File: src/rtl/uart_term_bridge.sv
// UART-to-LCD-terminal bridge: buffers received bytes, dispatches them as
// putchar/clearhome pulses gated by the terminal busy flag, optionally echoing.
module uart_term_bridge #(
  parameter int                DATA_W      = 8,
  parameter int                FIFO_DEPTH  = 16,
  parameter int                ECHO_EN     = 1,
  parameter logic [DATA_W-1:0] CLEAR_CHAR  = 'h0C,
  parameter int                FILTER_CTRL = 1,
  parameter int                HOLD_CYCLES = 2
) (
  input  logic                            i_clk,
  input  logic                            i_rst,
  input  logic [DATA_W-1:0]               s_axis_tdata,
  input  logic                            s_axis_tvalid,
  output logic                            s_axis_tready,
  output logic [DATA_W-1:0]               m_axis_tdata,
  output logic                            m_axis_tvalid,
  input  logic                            m_axis_tready,
  input  logic                            i_term_busy,
  output logic [DATA_W-1:0]               o_char,
  output logic                            o_putchar,
  output logic                            o_clearhome,
  output logic [$clog2(FIFO_DEPTH):0]     o_level,
  output logic [15:0]                     o_rx_count
);

  localparam int                AW        = $clog2(FIFO_DEPTH);
  localparam int                LW        = AW + 1;
  localparam logic [LW-1:0]     FULL_LVL  = LW'(FIFO_DEPTH);
  localparam logic [DATA_W-1:0] CTRL_LIM  = DATA_W'(32);
  localparam logic [3:0]        HOLD_INIT = 4'(HOLD_CYCLES);

  typedef enum logic [1:0] {IDLE, ECHO, HOLD} state_t;

  state_t              r_state;
  logic [DATA_W-1:0]   r_mem [FIFO_DEPTH];
  logic [AW-1:0]       r_wptr, r_rptr;
  logic [LW-1:0]       r_level;
  logic [15:0]         r_rx_count;
  logic [3:0]          r_hold;
  logic [DATA_W-1:0]   r_char, r_mtdata;
  logic                r_putchar, r_clearhome, r_mtvalid;

  logic                w_push, w_pop, w_is_ctrl;
  logic [DATA_W-1:0]   w_head;
  logic [3:0]          w_hold_nxt;

  assign s_axis_tready = (r_level != FULL_LVL);
  assign w_push        = s_axis_tvalid && s_axis_tready;
  assign w_pop         = (r_state == IDLE) && (r_level != '0) && !i_term_busy;
  assign w_head        = r_mem[r_rptr];
  assign w_is_ctrl     = (FILTER_CTRL != 0) && (w_head < CTRL_LIM);
  // Leave HOLD on the edge where the counter reaches zero so pulses are
  // spaced HOLD_CYCLES+1 apart.
  assign w_hold_nxt    = (r_hold == 4'd0) ? 4'd0 : r_hold - 4'd1;

  always_ff @(posedge i_clk) begin
    if (w_push) r_mem[r_wptr] <= s_axis_tdata;
  end

  always_ff @(posedge i_clk or posedge i_rst) begin
    if (i_rst) begin
      r_wptr     <= '0;
      r_rptr     <= '0;
      r_level    <= '0;
      r_rx_count <= '0;
    end else begin
      if (w_push) r_wptr <= r_wptr + 1'b1;
      if (w_pop)  r_rptr <= r_rptr + 1'b1;
      if (w_push && !w_pop)      r_level <= r_level + 1'b1;
      else if (!w_push && w_pop) r_level <= r_level - 1'b1;
      if (w_push && (r_rx_count != 16'hFFFF)) r_rx_count <= r_rx_count + 16'd1;
    end
  end

  always_ff @(posedge i_clk or posedge i_rst) begin
    if (i_rst) begin
      r_state     <= IDLE;
      r_hold      <= '0;
      r_char      <= '0;
      r_putchar   <= 1'b0;
      r_clearhome <= 1'b0;
      r_mtdata    <= '0;
      r_mtvalid   <= 1'b0;
    end else begin
      r_putchar   <= 1'b0;
      r_clearhome <= 1'b0;
      case (r_state)
        IDLE: begin
          if (w_pop) begin
            r_char <= w_head;
            r_hold <= HOLD_INIT;
            if (w_head == CLEAR_CHAR) r_clearhome <= 1'b1;
            else if (!w_is_ctrl)      r_putchar   <= 1'b1;
            if (ECHO_EN != 0) begin
              r_mtdata  <= w_head;
              r_mtvalid <= 1'b1;
              r_state   <= ECHO;
            end else begin
              r_state   <= HOLD;
            end
          end
        end
        ECHO: begin
          if (m_axis_tready) begin
            r_mtvalid <= 1'b0;
            r_state   <= HOLD;
          end
        end
        HOLD: begin
          r_hold <= w_hold_nxt;
          if ((w_hold_nxt == 4'd0) && !i_term_busy) r_state <= IDLE;
        end
        default: r_state <= IDLE;
      endcase
    end
  end

  assign o_char        = r_char;
  assign o_putchar     = r_putchar;
  assign o_clearhome   = r_clearhome;
  assign m_axis_tdata  = r_mtdata;
  assign m_axis_tvalid = r_mtvalid;
  assign o_level       = r_level;
  assign o_rx_count    = r_rx_count;

endmodule
File: config.mk
export PLATFORM = sky130hd
export DESIGN_NAME = uart_term_bridge
export DESIGN_NICKNAME = d
export VERILOG_FILES = /design/src/rtl/uart_term_bridge.sv
export SDC_FILE = /design/constraint.sdc
export NUM_CORES = 1
export LEC_CHECK = 0
export BUFFER_PORTS_ARGS = -buffer_cell sky130_fd_sc_hd__buf_2
export CAP_MARGIN = 20
export CORE_UTILIZATION = 45
export DETAILED_ROUTE_END_ITERATION = 8
export PLACE_DENSITY = 0.73
export SETUP_SLACK_MARGIN = 0.2
export SLEW_MARGIN = 20
export SYNTH_ARGS = -nofsm -noshare
export SYNTH_HDL_FRONTEND = slang
export SYNTH_SLANG_ARGS = --single-unit
File: constraint.sdc
create_clock -name i_clk -period 3.2 [get_ports i_clk]
set_clock_uncertainty 0.15 [all_clocks]
set_input_delay 0.96 -clock i_clk [delete_from_list [all_inputs] [get_ports i_clk]]
set_output_delay 0.96 -clock i_clk [all_outputs]
set_load 0.03 [all_outputs]
Yosys cells after proc, flatten, opt, wreduce, memory -nomap -nowiden --
Memories as Yosys holds them, arrays and structs flattened. Cells that the tools add are included.
Cells by class: eq/ne operators 8, multiplexer cells 21, $lt $le $gt $ge 1, add/sub/neg operators 6, reduce and logical (&&, ||, !) cells 21
Operator list (count):
- adder 16 x 1 -> 16 bit (second input constant) | 1
- != test 16 bit (second input constant) | 1
- two-way mux 1 bit | 11
- two-way mux 5 bit | 2
- adder 4 x 1 -> 4 bit (second input constant) | 2
- == test 8 x 4 -> 1 bit (second input constant) | 1
- logical NOT 4 bit | 2
- < comparator 8 x 6 -> 1 bit (second input constant) | 1
- two-way mux 4 bit | 2
- one-hot mux 4 bit (2 select lines) | 1
- logical AND 1 bit | 7
- two-way mux 2 bit | 3
- != test 2 bit (second input constant) | 3
- one-hot mux 2 bit (3 select lines) | 1
- AND reduction 3 bit | 2
- nonzero test 2 bit | 3
- adder 5 x 1 -> 5 bit (second input constant) | 1
- != test 5 bit (second input constant) | 1
- nonzero test 5 bit | 1
- subtractor 5 x 1 -> 5 bit (second input constant) | 1
- AND reduction 2 bit | 2
- subtractor 4 x 1 -> 4 bit (second input constant) | 1
- logical NOT 1 bit | 3
- == test 2 x 1 -> 1 bit (second input constant) | 1
- 3 further kinds | 3
Word-level totals: memory bits (writable) 128, output and inout bits 41, input port bits 13, logic and storage cells 68, register bits 46, memories kept 1
Memory list:
- r_mem | words 16, bits a word 8, rd ports 1, clocked after memory_dff 0, wr ports 1, RTL line 36 | logic [DATA_W-1:0] r_mem [FIFO_DEPTH];

Logic depth before layout (Yosys ltp) --
Gate-level depths: netlist (run 1).
depth after elaboration 6, depth in mapped cells 13, depth with buffers taken out 11

Least setup slack after synthesis (run 1) --
Ideal clock, no wire load.
path kind input -> register, from input port i_term_busy, to register r_level[4] (netlist: o_level[4]), arrival time 3.288 ns, cell stages on the path 12, required time 2.970 ns, setup time 0.080 ns, buffers on the path 1, slack -0.318 ns, cell sequence nor3_1 -> a21boi_1 -> inv_1 -> clkbuf_1 -> ha_1 -> inv_1 -> ha_1 -> nor2b_1 -> o21a_1 -> or3_1 -> a21oi_1 -> xnor2_1
Between the ends: cells in the longest elaborated chain, start to end 5, elaborated cells on any way between the ends 7, those cells by class mux: 1; reduce/logical: 6
Ends and longest elaborated chain:
- start: declaration | RTL line 19 | input logic i_term_busy,
- logical NOT 1 bit * | RTL line 50 | assign w_pop = (r_state == IDLE) && (r_level != '0) && !i_term_busy;
- logical AND 1 bit * | RTL line 50
- logical NOT 1 bit | RTL line 70 | if (w_push && !w_pop) r_level <= r_level + 1'b1;
- logical AND 1 bit | RTL line 70
- two-way mux 5 bit / nonzero test 2 bit (equally long branches)
- end signal: assignment | RTL line 70
- end signal: assignment | RTL line 71 | else if (!w_push && w_pop) r_level <= r_level - 1'b1;
- end: declaration | RTL line 38 | logic [LW-1:0] r_level;
Every way passes the cells marked *; elsewhere a longest branch is shown, timed or not. A chain may end at the register's enable or synchronous reset.

Worst setup path after layout (run 1) --
from register r_level[0] (netlist: o_level[0]), to register r_level[4] (netlist: o_level[4])
Between the ends: cells in the longest elaborated chain, start to end 6, elaborated cells on any way between the ends 14, those cells by class add/sub: 2; eq/ne: 1; mux: 2; reduce/logical: 9
Ends and longest elaborated chain:
- parallel branches: the longest is 6 deep, another holds subtractor 5 x 1 -> 5 bit
Several ways; the timed one is not identified. The select of a mux whose other input is x is not followed.

==> run summary, run 1 <==
The worst min-delay path category is reg -> reg. The count of flip-flops with a built-in enable after synthesis came out at ~130. Along the worst hold path, the cell count comes to 1. The clock reaches the later pin of the worst-skew pair after 420 ps. For the finished layout, the period the worst path requires is ~2900 ps. The number of antenna violations at the first check in global routing came out at 0. The biggest cell delay along the critical path is 590 ps. The arrival time of the worst setup path is approximately 3100 ps. Counting cells, the worst reg-to-reg path comes to 11.

The total net switching power came out at 2.69 mW. Ranked by total cell area, the synthesized netlist is headed by sky130_fd_sc_hd__edfxtp_1 (53%), sky130_fd_sc_hd__dfrtp_1 (16%), sky130_fd_sc_hd__mux4_2 (4.9%). The number of placement rows is 46. The final weighted congestion of routability-driven global placement is roughly 0.8. The power density over the cells is 922 nW/µm². The via-per-instance ratio is about 5.3. The clock transition at the registers of the reported paths came out at roughly 60 ps.

The sink count of the clock tree is about 170. The per-instance average area after synthesis is 16.2 µm². Once detail routing completed, the nets flagged for antenna violations numbered 0.

The element type at the critical path start is a flop. The number of I/O port buffers is 53. The maximum ir drop on the vdd rail came out at approximately 0.62 mV. For this configuration, the core starts out at a cell density of 46.0%. Clock tree synthesis selected as its root buffer the cell sky130_fd_sc_hd__clkbuf_16.

For this run, the leading register cell type out of synthesis is sky130_fd_sc_hd__edfxtp_1. The placed wire-length estimate after detailed placement came out at roughly 9 mm. Walking the worst path, the cells encountered are or4_1 -> o21ai_4 -> inv_1 -> ha_4 -> inv_4 -> ha_4 -> nor2b_1 -> o21a_1 -> or3_1 -> a21oi_2 -> xnor2_1. The proportion of netlist area held by the largest area contributor is about 53%. The peak clock frequency supported by timing came out at approximately 340 MHz. The reg-to-reg startpoint is o_level[0]. The final number of hold-violating endpoints is 0. Setup violations remaining at the end of the flow were counted as 0.

The via count of the first global-routing pass came out at 3921. STA classifies the critical path endpoint as a flop. For this design, the CTS-stage hold fixing added 0 buffers. TritonCTS built the clock tree. The number of vias after detailed routing is slightly below 4000. The final worst-path cycle share is approximately nine tenths. The total DRC errors in the routed layout came out at 0. The count of fill cells added during filler insertion is 1294. The clock network is responsible for about 25% of the overall power. The number of maximum-capacitance constraint violations is 0. The synthesized instance count came out at 452. The pin count of the biggest net entering global routing is 47. The sequential element share of the synthesized area is 68.4%. The flow ran to the end, and the final reports show no timing, DRC or antenna violations. No sink is reached through more buffers than the 2 on the longest clock path. The repair_antennas step left the layout with diodes totalling 0. The net switching fraction of the power came out at 34.9%. The H-tree was split into 4 levels. The slew at the pin with the worst max-slew slack is just under 800 ps.

Of the total power, registers draw about two fifths. The post-placement cell count came out at around 710. Measured against its own limit, the worst slew margin works out to 47.0%. The die span in y came out at between 100 and 150 µm. The number of search-and-repair iterations in the first detailed-routing pass is 5. The area of the die is 16700 µm². The max-slew violation count came out at 0. The post-synth net total came out at ~480. The average wire per cell in the routed design is ~19 µm. The total detailed-routing wirelength is about 14 mm.

After synthesis the cells add up to ~7300 µm². The worst path required time came out at between 3000 and 4000 ps. The number of synthesized register bits is between 150 and 200. The internal power component came out at just over 5 mW. In this run, CTS created clock tree buffers numbering 17. Leaving out filler cells and counting taps, the final layout contains 738. The critical-path cell with the highest stage delay is sky130_fd_sc_hd__or4_1.

The class of the most critical setup path is reg -> reg. The core region is 15900 µm². The count of warnings emitted by yosys came out at 0. Summed over all instances, the cell type with the most area after synthesis is sky130_fd_sc_hd__edfxtp_1.

Setup repair after global routing left no endpoint under its margin. For hold timing, the worst endpoint is o_rx_count[14]. The area growth from synthesis to layout is 14.8%. In this design, the critical path's most frequently occurring cell is sky130_fd_sc_hd__ha_4. The flop-to-flop setup slack is 290 ps. The number of ports placed on the die boundary is 54. The maximum net fanout on the critical path came out at 6. The share of cells above drive strength 1 came out at 25.3%. The part of the power in combinational logic came out at 34.7%. In this run the critical register-to-register path is captured at o_level[4]. The startpoint of the lowest-slack hold path is o_rx_count[14].

After synthesis, the share of flip-flops with an asynchronous set or reset is 26.4%. The first-pass GRT wire length came out at between 20 and 25 mm. At the end of the flow, the number of nets in the layout was roughly 530. From left edge to right edge, the die measures approximately 130 µm.

The total congestion overflow is 0. The leakage power summed over all cells came out at 3.19 nW. The post-synthesis cell type count is 53.

In the final timing run, aggregate negative setup slack is 0 ps. Across every metal layer, demand over resource in global routing totals approximately 18%. In this run, the number of DRC markers left after iteration 0 of detailed routing was between 300 and 400.
-- cell usage in the layout, fill, tap and decap left out, types with 5 or more instances in the layout --
master / count
sky130_fd_sc_hd__nor2_1: 15
sky130_fd_sc_hd__clkbuf_16: 17
sky130_fd_sc_hd__and3_1: 13
sky130_fd_sc_hd__inv_1: 10
sky130_fd_sc_hd__nand2_1: 24
sky130_fd_sc_hd__xor2_1: 5
sky130_fd_sc_hd__mux4_1: 7
sky130_fd_sc_hd__ha_1: 8
sky130_fd_sc_hd__o21ai_0: 12
sky130_fd_sc_hd__edfxtp_1: 128
sky130_fd_sc_hd__buf_2: 53
sky130_fd_sc_hd__xnor2_1: 19
sky130_fd_sc_hd__buf_4: 13
sky130_fd_sc_hd__nor2b_1: 5
sky130_fd_sc_hd__a21oi_1: 10
sky130_fd_sc_hd__a22oi_1: 7
sky130_fd_sc_hd__mux2i_1: 24
sky130_fd_sc_hd__mux4_2: 16
sky130_fd_sc_hd__nand3_1: 13
sky130_fd_sc_hd__dfrtp_1: 43
-- power groups by stage --
stage | combinational [mW] | clock (mW) | sequential (mW)
6_report | 2.68 | 1.95 | 3.09
3_3_place_gp | 2.63 | 0 | 3.10
3_5_place_dp | 2.69 | 0 | 3.13
2_1_floorplan | 1.91 | 0 | 3.30
4_1_cts | 2.71 | 1.97 | 3.09
5_1_grt | 2.90 | 2.06 | 3.15
-- cell usage after synthesis, drive strengths merged, types with 11 or more instances --
cell type and n:
edfxtp 128, dfrtp 46, mux2i 24, nand2 24, mux4 23, buf 20, xnor2 19, nor2 15
and3 13, inv 13, nand3 13, o21ai 13, a21oi 11
-- flip-flops by register name (all words and copies together), names as in the netlist --
signal / flops
r_state: 2
o_rx_count: 16
o_clearhome: 1
r_rptr: 4
o_putchar: 1
r_mem: 128
o_level: 5
m_axis_tdata: 8
r_hold: 4
m_axis_tvalid: 1
r_wptr: 4
-- final cells by class --
| cell class | count | area (µm²) | area share [%] |
|---|---|---|---|
| multi-input combinational | 237 | 2120 | 25.3 |
| clock inverter | 13 | 125 | 1.49 |
| timing repair buffer | 67 | 383 | 4.57 |
| tap | 216 | 270 | 3.23 |
| inverter | 13 | 52.6 | 0.627 |
| sequential | 174 | 5000 | 59.7 |
| clock buffer | 18 | 429 | 5.12 |
-- worst max-delay path, delay by kind of cell (launching register included) --
kind / cells / cell delay (ps)
AND/OR/NAND/NOR: 3 / 1040
buffers and inverters: 2 / 180
XOR/XNOR: 1 / 120
AO/OA/AOI/OAI: 3 / 510
adder cells (fa/ha/maj): 2 / 400
flip-flops: 1 / 450
-- worst max path at each step --
stage,start,end,slack (ps),cells past startpoint
after floorplan,i_term_busy,o_level[4],140,12
after global placement,i_term_busy,o_level[4],190,12
after detailed placement,i_term_busy,o_level[4],130,12
after CTS,o_level[0],o_level[4],270,11
after global routing,o_level[0],o_level[4],190,11
final,o_level[0],o_level[4],290,11
-- per-layer routing --
| layer | track usage [%] | vias to the layer above | routed length, µm |
|---|---|---|---|
| met1 | 22.9 | 1978 | 5960 |
| met4 | 7.40 | 0 | 199 |
| met3 | 4.58 | 10 | 675 |
| li1 | - | 1838 | - |
| met5 | 0 | - | 0 |
| met2 | 29.2 | 96 | 6940 |
-- what timing repair did --
action | CTS | global route
endpoints found under the setup margin | 0 | 1
buffers inserted | 0 | 1
gates resized for setup | 0 | 1
-- stage by stage --
| stage | power (mW) | hold WS [ps] | area [µm²] | worst slack [ps] | util, % |
|---|---|---|---|---|---|
| after floorplan | 5.21 | 343 | 7370 | 140 | - |
| after global placement | 5.73 | 308 | 7810 | 195 | 49.1 |
| after detailed placement | 5.82 | 333 | 7810 | 134 | 49.1 |
| after CTS | 7.77 | 341 | 8360 | 274 | 52.6 |
| after global routing | 8.10 | 353 | 8380 | 193 | 52.7 |
| final | 7.73 | 344 | 8380 | 285 | 52.7 |
-- logic make-up (layout without fill, tap and decap cells) --
family	count (synthesis)	count (layout)	share of synthesized area (%)
DFF	174	174	68.4
buffers and inverters	41	111	3.32
adders and majority gates	11	11	1.99
xor gates and xnor gates	24	24	2.88
muxes	52	52	11.6
AOI/OAI and AO/OA	50	50	4.51
and+or+nand+nor	100	100	7.32
Power figures use the tool's default switching activity.
==> run 2: changes to the inputs <==
- ABC_AREA: unset -> 1
==> run summary, run 2 <==
The total detailed-routing wirelength came out at 15.9 mm (was 13.8 mm). The area growth from synthesis to layout is 12.7% (was 14.8%). The via count of the first global-routing pass is 4817 (was 3921).

The deepest clock path buffer count is 2 (unchanged). The CTS H-tree depth came to 4 (unchanged). The sequential element share of the synthesized area came out at 64.0% (was 68.4%). The biggest cell delay along the critical path came to 290 ps (was 590 ps). The critical-path cell with the highest stage delay is sky130_fd_sc_hd__ha_1 (was sky130_fd_sc_hd__or4_1). The pre-CTS worst setup slack is 186 ps (was 134 ps). The relative slew slack came out at 45.8% (was 47.0%).

The timing startpoint of the critical path is i_term_busy (was o_level[0]). The number of synthesized register bits came out at 174 (unchanged). The count of fill cells added during filler insertion came to 1450 (was 1294). The number of antenna violations at the first check in global routing is 0 (unchanged).

The placed wire-length estimate after detailed placement is 10.2 mm (was 8.77 mm). The post-synth net total came out at 774 (was 476). Top area cells in the synthesized netlist: sky130_fd_sc_hd__edfxtp_1 (49%), sky130_fd_sc_hd__dfrtp_1 (15%), sky130_fd_sc_hd__nand2_1 (7.7%) (was sky130_fd_sc_hd__edfxtp_1 (53%), sky130_fd_sc_hd__dfrtp_1 (16%), sky130_fd_sc_hd__mux4_2 (4.9%)). The number of buffers created by CTS came out at 17 (unchanged).

The synthesized instance count came to 750 (was 452). The kind of capture point of the worst setup path was a flop (unchanged). The number of ports placed on the die boundary is 54 (unchanged). The largest register by flop count was r_mem (unchanged).

The number of cells upsized or downsized after cts is 0 (unchanged). The clock transition at the registers of the reported paths is 60 ps (about the same). The post-CTS setup buffer count was 0 (unchanged). The proportion of netlist area held by the largest area contributor came out at 49.3% (was 52.6%). The class of the most critical setup path is in -> reg (was reg -> reg). The standard cell core area is 16800 µm² (was 15900 µm²). The number of cells traversed by the worst hold path is 1 (unchanged). The minimum setup slack in the final design came out at 624 ps (was 285 ps).

The most common flop cell mapped by yosys is sky130_fd_sc_hd__edfxtp_1 (unchanged). The final worst-path cycle share came out at 80.5% (was 91.1%). The maximum ir drop on the vdd rail is 0.712 mV (was 0.625 mV). The number of flip-flops under the largest register name is 128 (unchanged). The worst min-delay path category is reg -> reg (unchanged). The top cell type by total area after synthesis is sky130_fd_sc_hd__edfxtp_1 (unchanged).

The count of routing violations after the opening detailed-route iteration is 561 (was 378). The via-per-instance ratio came out at 5.04 (was 5.31). The clock insertion delay at the later pin of the skew report came out at 420 ps (about the same). CP Cell Sequence: buf_2 -> nor3_1 -> nand2_2 -> ha_1 -> inv_1 -> ha_1 -> a21o_1 -> o21ai_0 -> nand2_1 -> nor2_1 -> xor2_1 (was or4_1 -> o21ai_4 -> inv_1 -> ha_4 -> inv_4 -> ha_4 -> nor2b_1 -> o21a_1 -> or3_1 -> a21oi_2 -> xnor2_1). The power density over the cells came out at 910 nW/µm² (was 922 nW/µm²). The minimum clock period after layout came out at 2580 ps (was 2910 ps). The total congestion overflow was 0 (unchanged). The total DRC errors in the routed layout was 0 (unchanged). The post-synthesis cell type count was 39 (was 53). The die span in y is 134 µm (was 129 µm).

The timing endpoint of the critical path is o_level[4] (unchanged). The CTS tree is built (unchanged). The sink count of the clock tree is 174 (unchanged).

Most numerous cell types in the synthesized netlist: sky130_fd_sc_hd__nand2_1 (161), sky130_fd_sc_hd__edfxtp_1 (128), sky130_fd_sc_hd__inv_1 (89), sky130_fd_sc_hd__nor2_1 (64), sky130_fd_sc_hd__nand3_1 (62) (was sky130_fd_sc_hd__edfxtp_1 (128), sky130_fd_sc_hd__dfrtp_1 (46), sky130_fd_sc_hd__mux2i_1 (24), sky130_fd_sc_hd__nand2_1 (24), sky130_fd_sc_hd__xnor2_1 (19)). Commonest non-fill, non-tap cells in the layout: sky130_fd_sc_hd__nand2_1 (161), sky130_fd_sc_hd__edfxtp_1 (128), sky130_fd_sc_hd__inv_1 (88) (was sky130_fd_sc_hd__edfxtp_1 (128), sky130_fd_sc_hd__buf_2 (53), sky130_fd_sc_hd__dfrtp_1 (43)). The count of antenna diodes in the layout came out at 0 (unchanged). The pin count of the biggest net entering global routing came out at 81 (was 47).

The number of vias after detailed routing is 5237 (was 3922). The element type at the critical path start is an input pin (was flop). The worst reg2reg path endpoint is o_level[4] (unchanged).

The final weighted congestion of routability-driven global placement is 0.830 (was 0.793). The arrival time of the worst setup path came to 2770 ps (was 3110 ps). The max-slew violation count is 0 (unchanged). The number of maximum-capacitance constraint violations is 0 (unchanged). The share of cells above drive strength 1 is 14.2% (was 25.3%).

The leakage power summed over all cells is 3.74 nW (was 3.19 nW). The peak clock frequency supported by timing came out at 388 MHz (was 343 MHz). The slew at the pin with the worst max-slew slack was 811 ps (was 795 ps). The die span in x came out at 134 µm (was 129 µm). The count of flip-flops with a built-in enable after synthesis came out at 128 (unchanged). The number of placement rows came out at 47 (was 46). The number of I/O port buffers is 53 (unchanged). The final number of hold-violating endpoints is 0 (unchanged).

The reg-to-reg startpoint was o_level[0] (unchanged). Outcome: finished, final reports clean (unchanged). The worst path required time is 3390 ps (about the same).

The per-instance average area after synthesis came out at 10.4 µm² (was 16.2 µm²). The average wire per cell in the routed design was 15.3 µm (was 18.7 µm). The first-pass GRT wire length came out at 24.9 mm (was 21.6 mm). The total negative slack for setup checks is 0 ps (unchanged).

The total global-route track usage came to 18.4% (was 17.9%). The maximum net fanout on the critical path was 5 (was 6). The fraction of registers with async set/reset came out at 26.4% (unchanged).

The quantity of hold-fixing buffers added after cts is 0 (unchanged). The final net count came out at 831 (was 534). The depth of the worst register-to-register path is 12 (was 11). The area of the mapped netlist came out at 7800 µm² (was 7300 µm²).

The number of nets with antenna violations after routing is 0 (unchanged). The number of search-and-repair iterations in the first detailed-routing pass came out at 6 (was 5). The most used standard cell by instance count after synthesis is sky130_fd_sc_hd__nand2_1 (was sky130_fd_sc_hd__edfxtp_1). The area of the die came out at 17900 µm² (was 16700 µm²).

The cell at the root of the clock tree is sky130_fd_sc_hd__clkbuf_16 (unchanged). The most common library cell in the layout ignoring fill and taps is sky130_fd_sc_hd__nand2_1 (was sky130_fd_sc_hd__edfxtp_1). The initial core utilization came out at 46.5% (was 46.0%).

The flop-to-flop setup slack is 660 ps (was 290 ps). The number of setup violations in the final report was 0 (unchanged). The count of warnings emitted by yosys came to 0 (unchanged). The cell repeated most along the worst path is sky130_fd_sc_hd__ha_1 (was sky130_fd_sc_hd__ha_4). RSZ-0062 raised after global routing: no (unchanged).
## run 2: cell count changes in the layout (fill, tap and decap cells not counted), moves of 16 or more
| cell | previous run | this run |
|---|---|---|
| sky130_fd_sc_hd__inv_1 | 10 | 88 |
| sky130_fd_sc_hd__nor2_1 | 15 | 64 |
| sky130_fd_sc_hd__nand2_1 | 24 | 161 |
| sky130_fd_sc_hd__mux4_2 | 16 | 0 |
| sky130_fd_sc_hd__o21ai_0 | 12 | 42 |
| sky130_fd_sc_hd__xnor2_1 | 19 | 2 |
| sky130_fd_sc_hd__nor3_1 | 4 | 26 |
| sky130_fd_sc_hd__nand3_1 | 13 | 62 |
| sky130_fd_sc_hd__mux2i_1 | 24 | 0 |
| sky130_fd_sc_hd__xor2_1 | 5 | 21 |
## run 2: cells by family (layout without fill, tap and decap cells)
group	count (synthesis)	in the layout	share of synthesized area (%)
AO/OA/AOI/OAI	73	73	5.15
XOR/XNOR	23	23	2.58
buffers and inverters	131	200	7.60
flip-flops	174	174	64.0
AND/OR/NAND/NOR	338	338	18.8
adder cells (fa/ha/maj)	11	11	1.86
## run 2: cell type report
type | instances | area [µm²] | area share [%]
clock inverters | 10 | 73.8 | 0.839
flip-flops and latches | 174 | 5000 | 56.8
clock buffers | 21 | 440 | 5.01
multi-input cells | 445 | 2210 | 25.2
well taps | 220 | 275 | 3.13
inverters | 95 | 359 | 4.08
repair buffers | 74 | 435 | 4.95
## run 2: critical path, delay by kind of cell
family	cells	cell delay [ps]
xor+xnor	1	150
buf+inv	2	250
simple gates	4	570
fa+ha+maj	2	520
compound gates	2	320
## run 2: how the worst min path moves through the flow
| stage | startpoint | endpoint |
|---|---|---|
| 2_1_floorplan | r_hold[3] | r_hold[3] |
| 3_3_place_gp | r_hold[3] | r_hold[3] |
| 3_5_place_dp | r_hold[3] | r_hold[3] |
| 4_1_cts | r_hold[3] | r_hold[3] |
| 5_1_grt | r_hold[3] | r_hold[3] |
| 6_report | r_hold[3] | r_hold[3] |
## run 2: layer usage
metal	vias up	part of all wire (%)	GRT usage [%]
li1	2596	-	-
met3	12	4.9	3.08
met4	0	1.1	6.63
met5	-	0	0
met1	2479	45	24.3
met2	150	49	30.7
## run 2: through the flow
stage | hold slack [ps] | power (mW) | util, % | cells | cell area [µm²]
6_report | 355 | 8.00 | 52.5 | 1039 | 8790
5_1_grt | 360 | 8.51 | 52.5 | 1039 | 8790
4_1_cts | 349 | 8.04 | 52.5 | 1039 | 8790
3_5_place_dp | 336 | 6.21 | 49.4 | 1008 | 8280
3_3_place_gp | 325 | 6.14 | 49.4 | 1008 | 8280
2_1_floorplan | 309 | 5.45 | - | 750 | 7800
## run 2: power by group
part / internal (mW) / switching [mW] / total [mW]
clock network: 1.05 / 0.781 / 1.83
registers: 2.83 / 0.268 / 3.10
logic: 0.916 / 2.16 / 3.07
==> run 3: changes to the inputs <==
- ABC_AREA: 1 -> 0
- clock period: 3.2 -> 2.36 ns (I/O delays scaled with it)
==> run summary, run 3 (synthesis results as in run 1) <==
Outcome: finished with violations (was finished, final reports clean). The final reports fail on negative setup slack. RSZ-0062 raised after global routing: yes (was no). Commonest non-fill, non-tap cells in the layout: sky130_fd_sc_hd__edfxtp_1 (128), sky130_fd_sc_hd__buf_2 (52), sky130_fd_sc_hd__dfrtp_1 (43) (was sky130_fd_sc_hd__nand2_1 (161), sky130_fd_sc_hd__edfxtp_1 (128), sky130_fd_sc_hd__inv_1 (88)). The count of fill cells added during filler insertion is 1207 (was 1450). The slew at the pin with the worst max-slew slack came to 688 ps (was 811 ps). The multi-input combinational cell area is 2350 µm² (was 2210 µm²).

The clock insertion delay at the later pin of the skew report came out at 430 ps (was 420 ps). After layout, the worst path uses 116% of the clock period. The relative slew slack is 54.1% (was 45.8%). The number of I/O port buffers came out at 53 (unchanged).

The final net count was 562 (was 831). The detailed route wirelength on metal2 is 7.28 mm (was 7.83 mm). The maximum net fanout on the critical path was 3 (was 5).

The element type at the critical path start is a flop (was input pin). The number of flip-flops under the largest register name is 128 (unchanged). The top routing layer in use is met4 (unchanged). The average wire per cell in the routed design was 19.0 µm (was 15.3 µm). The worst path required time came out at 2560 ps (was 3390 ps).

The count of antenna diodes in the layout came to 0 (unchanged). The total detailed-routing wirelength was 14.6 mm (was 15.9 mm). The first-pass GRT wire length is 22.3 mm (was 24.9 mm). The arrival time of the worst setup path is 2940 ps (was 2770 ps).

The deepest clock path buffer count came to 2 (unchanged). The peak clock frequency supported by timing came out at 365 MHz. The via count of the first global-routing pass is 4068 (was 4817). The total design power is 11.6 mW (was 8.00 mW). The class of the most critical setup path is reg -> reg (was in -> reg). The CTS tree is built (unchanged). The via-per-instance ratio was 5.41 (was 5.04). The wire length on met3 was 701 µm (was 783 µm). The most common library cell in the layout ignoring fill and taps was sky130_fd_sc_hd__edfxtp_1 (was sky130_fd_sc_hd__nand2_1). The leakage power summed over all cells came to 3.40 nW (was 3.74 nW).

The minimum setup slack in the final design came to -383 ps (was 624 ps). The largest register by flop count is r_mem (unchanged). The wire length on met1 came out at 6.31 mm (was 7.07 mm). The area of the die came out at 16700 µm² (was 17900 µm²).

The standard cell core area is 15900 µm² (was 16800 µm²). The number of placement rows came out at 46 (was 47). The kind of capture point of the worst setup path is a flop (unchanged). The clock transition at the registers of the reported paths came to 60 ps (about the same).

The final weighted congestion of routability-driven global placement is 0.836 (was 0.830). The share of cells above drive strength 1 came to 37.6% (was 14.2%). The minimum clock period after layout is about 2700 ps.

The number of setup violations in the final report came to 4 (was 0). The number of nets with antenna violations after routing came out at 0 (unchanged). The die span in x came out at 129 µm (was 134 µm). The number of antenna violations at the first check in global routing is 0 (unchanged). The number of ports placed on the die boundary came out at 54 (unchanged). The final number of hold-violating endpoints is 0 (unchanged). The total global-route track usage came out at 18.4% (about the same). The number of maximum-capacitance constraint violations is 0 (unchanged). The worst min-delay path category is in -> async (was reg -> reg).

The flip-flop and latch area came out at 5000 µm² (about the same). The number of search-and-repair iterations in the first detailed-routing pass came out at 4 (was 6). The total DRC errors in the routed layout came to 0 (unchanged). The die span in y came out at 129 µm (was 134 µm). The initial core utilization is 46.0% (was 46.5%).

The placed wire-length estimate after detailed placement is 9.15 mm (was 10.2 mm). The area growth from synthesis to layout is 22.8% (was 12.7%). The CTS H-tree depth came out at 4 (unchanged).

The number of vias after detailed routing is 4150 (was 5237). The total congestion overflow is 0 (unchanged). The cell at the root of the clock tree is sky130_fd_sc_hd__clkbuf_16 (unchanged). The quantity of hold-fixing buffers added after cts is 0 (unchanged). The count of routing violations after the opening detailed-route iteration is 310 (was 561).

The max-slew violation count is 0 (unchanged). The sink count of the clock tree is 174 (unchanged). The total negative slack for setup checks is -771 ps (was 0 ps). The power density over the cells is 1300 nW/µm² (was 910 nW/µm²). The pin count of the biggest net entering global routing is 47 (was 81). The maximum ir drop on the vdd rail was 0.650 mV (was 0.712 mV). The number of buffers created by CTS is 17 (unchanged).
-- run 3: critical path, cell delays in order, from the launching register on --
cell and delay (ps):
sky130_fd_sc_hd__dfrtp_2 420, sky130_fd_sc_hd__or4_4 530, sky130_fd_sc_hd__o21ai_4 150, sky130_fd_sc_hd__inv_2 70, sky130_fd_sc_hd__ha_4 170, sky130_fd_sc_hd__inv_4 70, sky130_fd_sc_hd__ha_4 190, sky130_fd_sc_hd__nor2b_1 120
sky130_fd_sc_hd__o21a_1 180, sky130_fd_sc_hd__or3_1 330, sky130_fd_sc_hd__a21oi_2 160, sky130_fd_sc_hd__xnor2_1 130
-- run 3: path summary, 6_finish.rpt --
path | startpoint | cells after the start | slack [ps] | to
worst max-delay path | o_level[0] | 11 | -380 | o_level[4]
worst min-delay path | i_rst | 3 | 270 | o_level[3]
worst max register to register | o_level[0] | 11 | -380 | o_level[4]
worst min register to register | m_axis_tvalid | 2 | 330 | m_axis_tvalid
max in group asynchronous | i_rst | 3 | 1360 | r_rptr[0]
min in group i_clk | m_axis_tvalid | 2 | 330 | m_axis_tvalid
-- run 3: metal layers --
layer / track usage, % / vias up
met5: 0 / -
met4: 7.68 / 0
li1: - / 1905
met3: 4.05 / 28
met1: 24.6 / 2111
met2: 29.4 / 106
-- run 3: report_power, final --
part,total [mW],switching [mW],internal [mW]
registers,4.20,0.391,3.81
logic,4.62,2.54,2.08
clock network,2.81,1.14,1.67
-- run 3: area by class of cell --
| cell class | count | area share [%] |
|---|---|---|
| flip-flops and latches | 174 | 55.8 |
| multi-input cells | 237 | 26.2 |
| repair buffers | 95 | 7.82 |
| clock buffers | 18 | 4.79 |
| well taps | 216 | 3.01 |
| clock inverters | 14 | 1.84 |
| inverters | 13 | 0.572 |
-- run 3: repair_timing --
| item | CTS | global route |
|---|---|---|
| gates resized for setup | 46 | 28 |
| endpoints found under the setup margin | 117 | 83 |
| cloned | 1 | 0 |
| setup buffers | 5 | 9 |
| pin swaps | 9 | 11 |
-- run 3: through the flow --
step	instances	hold slack (ps)	worst slack, ps	cell area, µm²	util (%)
6_report	767	274	-383	8960	56.4
5_1_grt	767	324	-502	8960	56.4
3_3_place_gp	720	306	-471	7970	50.2
4_1_cts	758	290	-367	8810	55.4
3_5_place_dp	720	318	-545	7970	50.2
2_1_floorplan	452	343	-667	7400	-
